--- config.mk ---
export PLATFORM = sky130hd
export DESIGN_NAME = fifo_set_seq
export DESIGN_NICKNAME = d
export VERILOG_FILES = /design/src/rtl/fifo_set_seq.sv
export SDC_FILE = /design/constraint.sdc
export NUM_CORES = 1
export LEC_CHECK = 0
export ABC_AREA = 1
export ABC_CLOCK_PERIOD_IN_PS = 2550
export BUFFER_PORTS_ARGS = -buffer_cell sky130_fd_sc_hd__buf_4
export CORE_AREA = 3 3 57 59
export DETAILED_ROUTE_END_ITERATION = 16
export DIE_AREA = 0 0 60 62
export SYNTH_ARGS = -nofsm -noshare
export SYNTH_HDL_FRONTEND = slang
export SYNTH_SLANG_ARGS = --single-unit
--- constraint.sdc ---
create_clock -name clk -period 2.55 [get_ports clk]
set_clock_uncertainty 0.1 [all_clocks]
set_input_delay 0.3825 -clock clk [delete_from_list [all_inputs] [get_ports clk]]
set_output_delay 0.3825 -clock clk [all_outputs]
set_load 0.02 [all_outputs]
--- src/rtl/fifo_set_seq.sv ---
// fifo_set_seq: bank-load then skewed-shift sequencer for systolic FIFO feeders
module fifo_set_seq #(
    parameter int NUM_FIFOS    = 8,
    parameter int DEPTH        = 8,
    parameter int DRAIN_CYCLES = 8,
    parameter int CNT_W        = $clog2(DEPTH + NUM_FIFOS + DRAIN_CYCLES) + 1
) (
    input  logic                 clk,
    input  logic                 rst,
    input  logic                 start,
    input  logic                 stall,
    output logic [NUM_FIFOS-1:0] wr_en,
    output logic [NUM_FIFOS-1:0] shift_en,
    output logic                 busy,
    output logic                 done,
    output logic [CNT_W-1:0]     step
);
    typedef enum logic [2:0] {IDLE, LOAD, RUN, DRAIN, DONE} state_t;
    localparam logic [CNT_W-1:0] LAST  = CNT_W'(DEPTH + NUM_FIFOS - 2);
    localparam logic [CNT_W-1:0] DLAST = CNT_W'(DRAIN_CYCLES == 0 ? 0 : DRAIN_CYCLES - 1);
    state_t           r_state, w_nstate;
    logic [CNT_W-1:0] r_step, w_nstep;
    always_ff @(posedge clk or posedge rst) begin
        if (rst) begin
            r_state <= IDLE;
            r_step  <= '0;
        end else begin
            r_state <= w_nstate;
            r_step  <= w_nstep;
        end
    end
    always_comb begin
        w_nstate = r_state;
        w_nstep  = r_step;
        case (r_state)
            IDLE:  w_nstate = start ? LOAD : IDLE;
            LOAD: begin
                w_nstate = RUN;
                w_nstep  = '0;
            end
            RUN: if (!stall) begin
                w_nstate = r_step == LAST ? (DRAIN_CYCLES == 0 ? DONE : DRAIN) : RUN;
                w_nstep  = r_step == LAST ? '0 : r_step + CNT_W'(1);
            end
            DRAIN: if (!stall) begin
                w_nstate = r_step == DLAST ? DONE : DRAIN;
                w_nstep  = r_step == DLAST ? '0 : r_step + CNT_W'(1);
            end
            default: begin
                w_nstate = IDLE;
                w_nstep  = '0;
            end
        endcase
    end
    // wrapped difference exceeds DEPTH-1 whenever step < i, so one compare covers the window
    always_comb begin
        shift_en = '0;
        for (int i = 0; i < NUM_FIFOS; i++)
            shift_en[i] = (r_state == RUN) && !stall && ((r_step - CNT_W'(i)) < CNT_W'(DEPTH));
    end
    assign wr_en = {NUM_FIFOS{r_state == LOAD}};
    assign busy  = r_state != IDLE;
    assign done  = r_state == DONE;
    assign step  = r_step;
endmodule
Yosys cells after proc, flatten, opt, wreduce, memory -nomap -nowiden
Cells that the tools add are included.

word-level totals
  flip-flop bits (word level) = 9
  input bits = 4
  output and inout bits = 24

cells by class
  add/sub/neg operators = 8
  magnitude comparators = 8
  equality and inequality tests = 8
  muxes and demuxes = 11
  bitwise logic cells = 1
  reduce and logical (&&, ||, !) cells = 14

operators by type and width
  operator             number
  $lt 6x4->1 const B   8
  $mux 6               4
  $sub 6x3->6 const B  4
  $pmux 6 s3           1
  $pmux 3 s4           1
  $sub 6x2->6 const B  2
  $logic_and 1x1->1    9
  $mux 3               3
  $add 6x1->6 const B  1
  $eq 3x2->1 const B   2
  $eq 6x3->1 const B   1
  $eq 6x4->1 const B   1
  $sub 6x1->6 const B  1
  $ne 2x2->1 const B   2
  $eq 3x1->1 const B   1
  $eq 3x3->1 const B   1
  $logic_not 3->1      1
  $reduce_and 3->1     1
  $reduce_bool 3->1    1
  $mux 1               2
  $reduce_and 2->1     1
  $logic_not 1->1      1
  $not 1->1            1

Logic depth before layout (Yosys ltp)
  depth in word-level cells = 4
  mapped depth = 10
  mapped depth without buffers = 9

Worst setup path after synthesis
No wires, ideal clock.

  path kind = register -> output
  from = register r_step[3], in the netlist step[3]
  to = output shift_en[5]
  data arrival time = 1.702 ns
  path slack = 0.365 ns
  cell stages (with the launch flop) = 9
  path through = dfrtp_1 > buf_4 > inv_2 > ha_1 > inv_1 > or2_2 > nand2_1 > nand3_1 > nor2_1

between the ends
  cells in the longest elaborated chain, start to end = 3

RTL lines
  item                      line  RTL
  start: declaration        22    logic [CNT_W-1:0] r_step, w_nstep;
  start signal: assignment  29    r_step <= w_nstep;
  $sub 6x3->6               59    shift_en[i] = (r_state == RUN) && !stall && ((r_step - CNT_W'(i)) < CNT_W'(DEPTH));
  $lt 6x4->1                59
  $logic_and 1x1->1         59
  end: declaration          13    output logic [NUM_FIFOS-1:0] shift_en,

No other way between the ends.

Final worst setup path
  from = register r_step[1], in the netlist step[1]
  to = output shift_en[5]

Same word-level chain as after synthesis.

==> summary.txt <==
Die
  – Die area: 0.00372 mm^2
  – # rows: 19
  – Core Area: 0.00276 mm^2
  – Die span in x: 60 um
  – Die height: 62 um
  – Starting density of the core: 39.7%
  – IO Pins: 28

STA
  – Crit share post-route: 92.4%
  – Achievable Freq: 424 MHz
  – Fin Setup TNS: 0 ns
  – Final count of pins violating max slew: 0
  – Slew headroom: 46.4%
  – RSZ-0062 raised after global routing: no
  – Worst slew pin tran: 0.798 ns
  – Finish-stage setup viols: 0
  – Post-route setup slack: 0.194 ns
  – Crit path time final: 2.36 ns
  – Final hold violation count: 0

Clock network
  – Clk_lat worst skew: 0.26 ns
  – Worst-case clock buffer depth: 2
  – Sink Count: 9
  – CTS buffer count: 3
  – CTS Root Cell: clkbuf_4
  – Buffers inserted by post-CTS timing repair: 0
  – H-Tree Depth: 1
  – Worst-path clk slew: 0.06 ns
  – CTS tree: built

Synthesis
  – Post-synthesis sequential area ratio: 20.6%
  – Cell area after synthesis: 0.00109 mm^2
  – Distinct cells, synth: 22
  – Avg Synthesized Cell Area: 6.19 um^2
  – FF+latch count, synth: 9
  – Synth area leader: dfrtp_1
  – Syn Inst Count: 177
  – Synth warn: 0
  – Synth area leaders: dfrtp_1 21%, nand2_1 20%, ha_1 8.0%
  – Yosys top cell area share: 20.6%
  – Synthesized Nets: 188

Route
  – Residual DRC count: 0
  – DR iter-0 viols: 44
  – Via/cell ratio: 4.83
  – Post-Route WL: 2.66 mm
  – Detailed-route via count: 1110
  – DRT antenna net count: 0
  – WL per Instance: 11.6 um
  – Pre-Repair DR Iteration Count: 4

Setup path
  – Setup CP Type: flip-flop to output port
  – Largest stage delay on the critical path: 0.57 ns
  – Reg2Reg Depth: 8
  – R2r endpoint: step[5]
  – Crit path cell chain: inv_1, ha_1, or2_2, nand2_1, nand3_1, nor2_1, buf_4
  – Worst r2r src: step[1]
  – R2R Setup Slk: 0.78 ns
  – Critical path arrival: 1.87 ns
  – CP max FO: 11
  – CP Launch Type: flip-flop
  – Worst Path Required: 2.07 ns
  – Worst Setup End Kind: output port
  – CP max-delay cell: dfrtp_1

Power and ir drop
  – Comb pwr share: 68.8%
  – Switching Share: 54.7%
  – Net Switching: 0.641 mW
  – Worst VDD drop: 527 uV
  – Clk pwr share: 9.4%
  – Power per cell area: 901 mW/mm^2
  – Internal power: 0.531 mW
  – Sequential Power Share: 21.8%
  – Leakage: 0.749 nW

Cells and area
  – Cell area after layout: 0.00130 mm^2
  – Area growth syn-to-layout: 18.9%
  – Final core utilization: 47.2%
  – Antenna diodes: 0
  – Fraction of layout cells with a size suffix above 1: 26.1%
  – Nets@finish: 211

Min path
  – WHS Endpoint: r_state[2]
  – Hold Crit Class: input port to flip-flop
  – Min-delay src: stall
  – WHS Path Cells: 2

Global route
  – Grt total ovfl: 0
  – Largest net degree at the start of global routing: 12
  – Total track usage: 15.6%
  – Vias in the first global route: 982
  – First-pass GRT wire length: 4.46 mm
  – Initial antenna violation count: 0

Place
  – Pre-CTS setup slack: 0.487 ns
  – GPL Wtd Cong: 0.836
  – I/O Buffers: 27
  – Cell Area, Placed: 0.00126 mm^2
  – DP HPWL: 2.09 mm

Job
  – Max-cap viol count: 0

Run status
  – Status: finished clean
==> synthesized netlist by cell type <==
library cell / n
nand2_2: 3
nand3_1: 15
xor2_1: 7
inv_2: 6
nor2_4: 1
nor3_1: 3
nor2_2: 4
or2_2: 1
nand4_1: 6
nor3_2: 1
nand2_1: 59
buf_2: 1
a21oi_1: 1
nor2_1: 18
buf_4: 10
o21ai_2: 1
nand3_2: 3
dfrtp_1: 9
ha_1: 7
nor4_1: 1
inv_1: 16
o21ai_0: 4
==> what timing repair did <==
item / in CTS / in global routing
hold buffers: 1 / 0
resized for setup: 0 / 0
hold endpoints to repair: 9 / 0
==> logic make-up (layout without fill, tap and decap cells) <==
family                     count (synthesis)  count (layout)  synth area share, %
adders and majority gates                  7               7                 8.00
xor gates and xnor gates                   7               7                 5.60
AOI/OAI and AO/OA                          6               6                 3.09
buffers and inverters                     33              55                 14.9
and+or+nand+nor                          115             115                 47.9
DFF                                        9               9                 20.6
==> worst max-delay path, delay by kind of cell, from the launching register on <==
family        cells  cell delay (ns)
fa+ha+maj         1             0.24
buf+inv           2             0.25
flops             1             0.57
simple gates      4             0.56
==> stage by stage <==
step                      power [mW]  hold WS (ns)  std cells
after detailed placement        1.06         0.278        225
after global placement          1.05         0.266        225
after CTS                       1.18         0.223        230
final                           1.17         0.232        230
after floorplan                0.859         0.110        177
after global routing            1.30         0.232        230
==> registers in the layout (all words and copies together) (netlist names) <==
name     cells
r_state      3
step         6
==> final cells by class <==
type,instances,area [um^2]
tap,31,38.8
fill,305,1460
sequential,9,225
inverter,22,82.6
timing repair buffer,29,220
multi-input combinational,135,707
clock buffer,3,22.5
clock inverter,1,5.00
==> placed cells by master, fill, tap and decap left out, types with 6 or more instances in the layout <==
master    n
inv_2     6
buf_4    28
ha_1      7
dfrtp_1   9
inv_1    16
nor2_1   18
xor2_1    7
nand3_1  15
nand4_1   6
nand2_1  59
==> per-layer routing <==
metal	vias to the layer above	share of wire, %	GRT usage, %
met1	503	50	22.1
met3	0	1.9	0.620
met4	0	0	4.75
met2	11	48	25.8
li1	596	-	-
met5	-	0	0
==> worst max-delay path by stage <==
stage	endpoint	cells past startpoint	start
after global routing	shift_en[5]	7	step[0]
final	shift_en[5]	7	step[1]
after detailed placement	shift_en[5]	7	step[0]
after global placement	shift_en[5]	7	step[1]
after floorplan	shift_en[5]	8	step[3]
after CTS	shift_en[5]	7	step[1]
==> power by group through the flow <==
stage	logic [mW]	registers, mW	clock network, mW
floorplan	0.604	0.256	0
global placement	0.799	0.253	0
detailed placement	0.807	0.258	0
CTS	0.811	0.255	0.114
global route	0.912	0.265	0.119
finish	0.806	0.256	0.110
No activity file was read; power rests on OpenSTA's default activity.
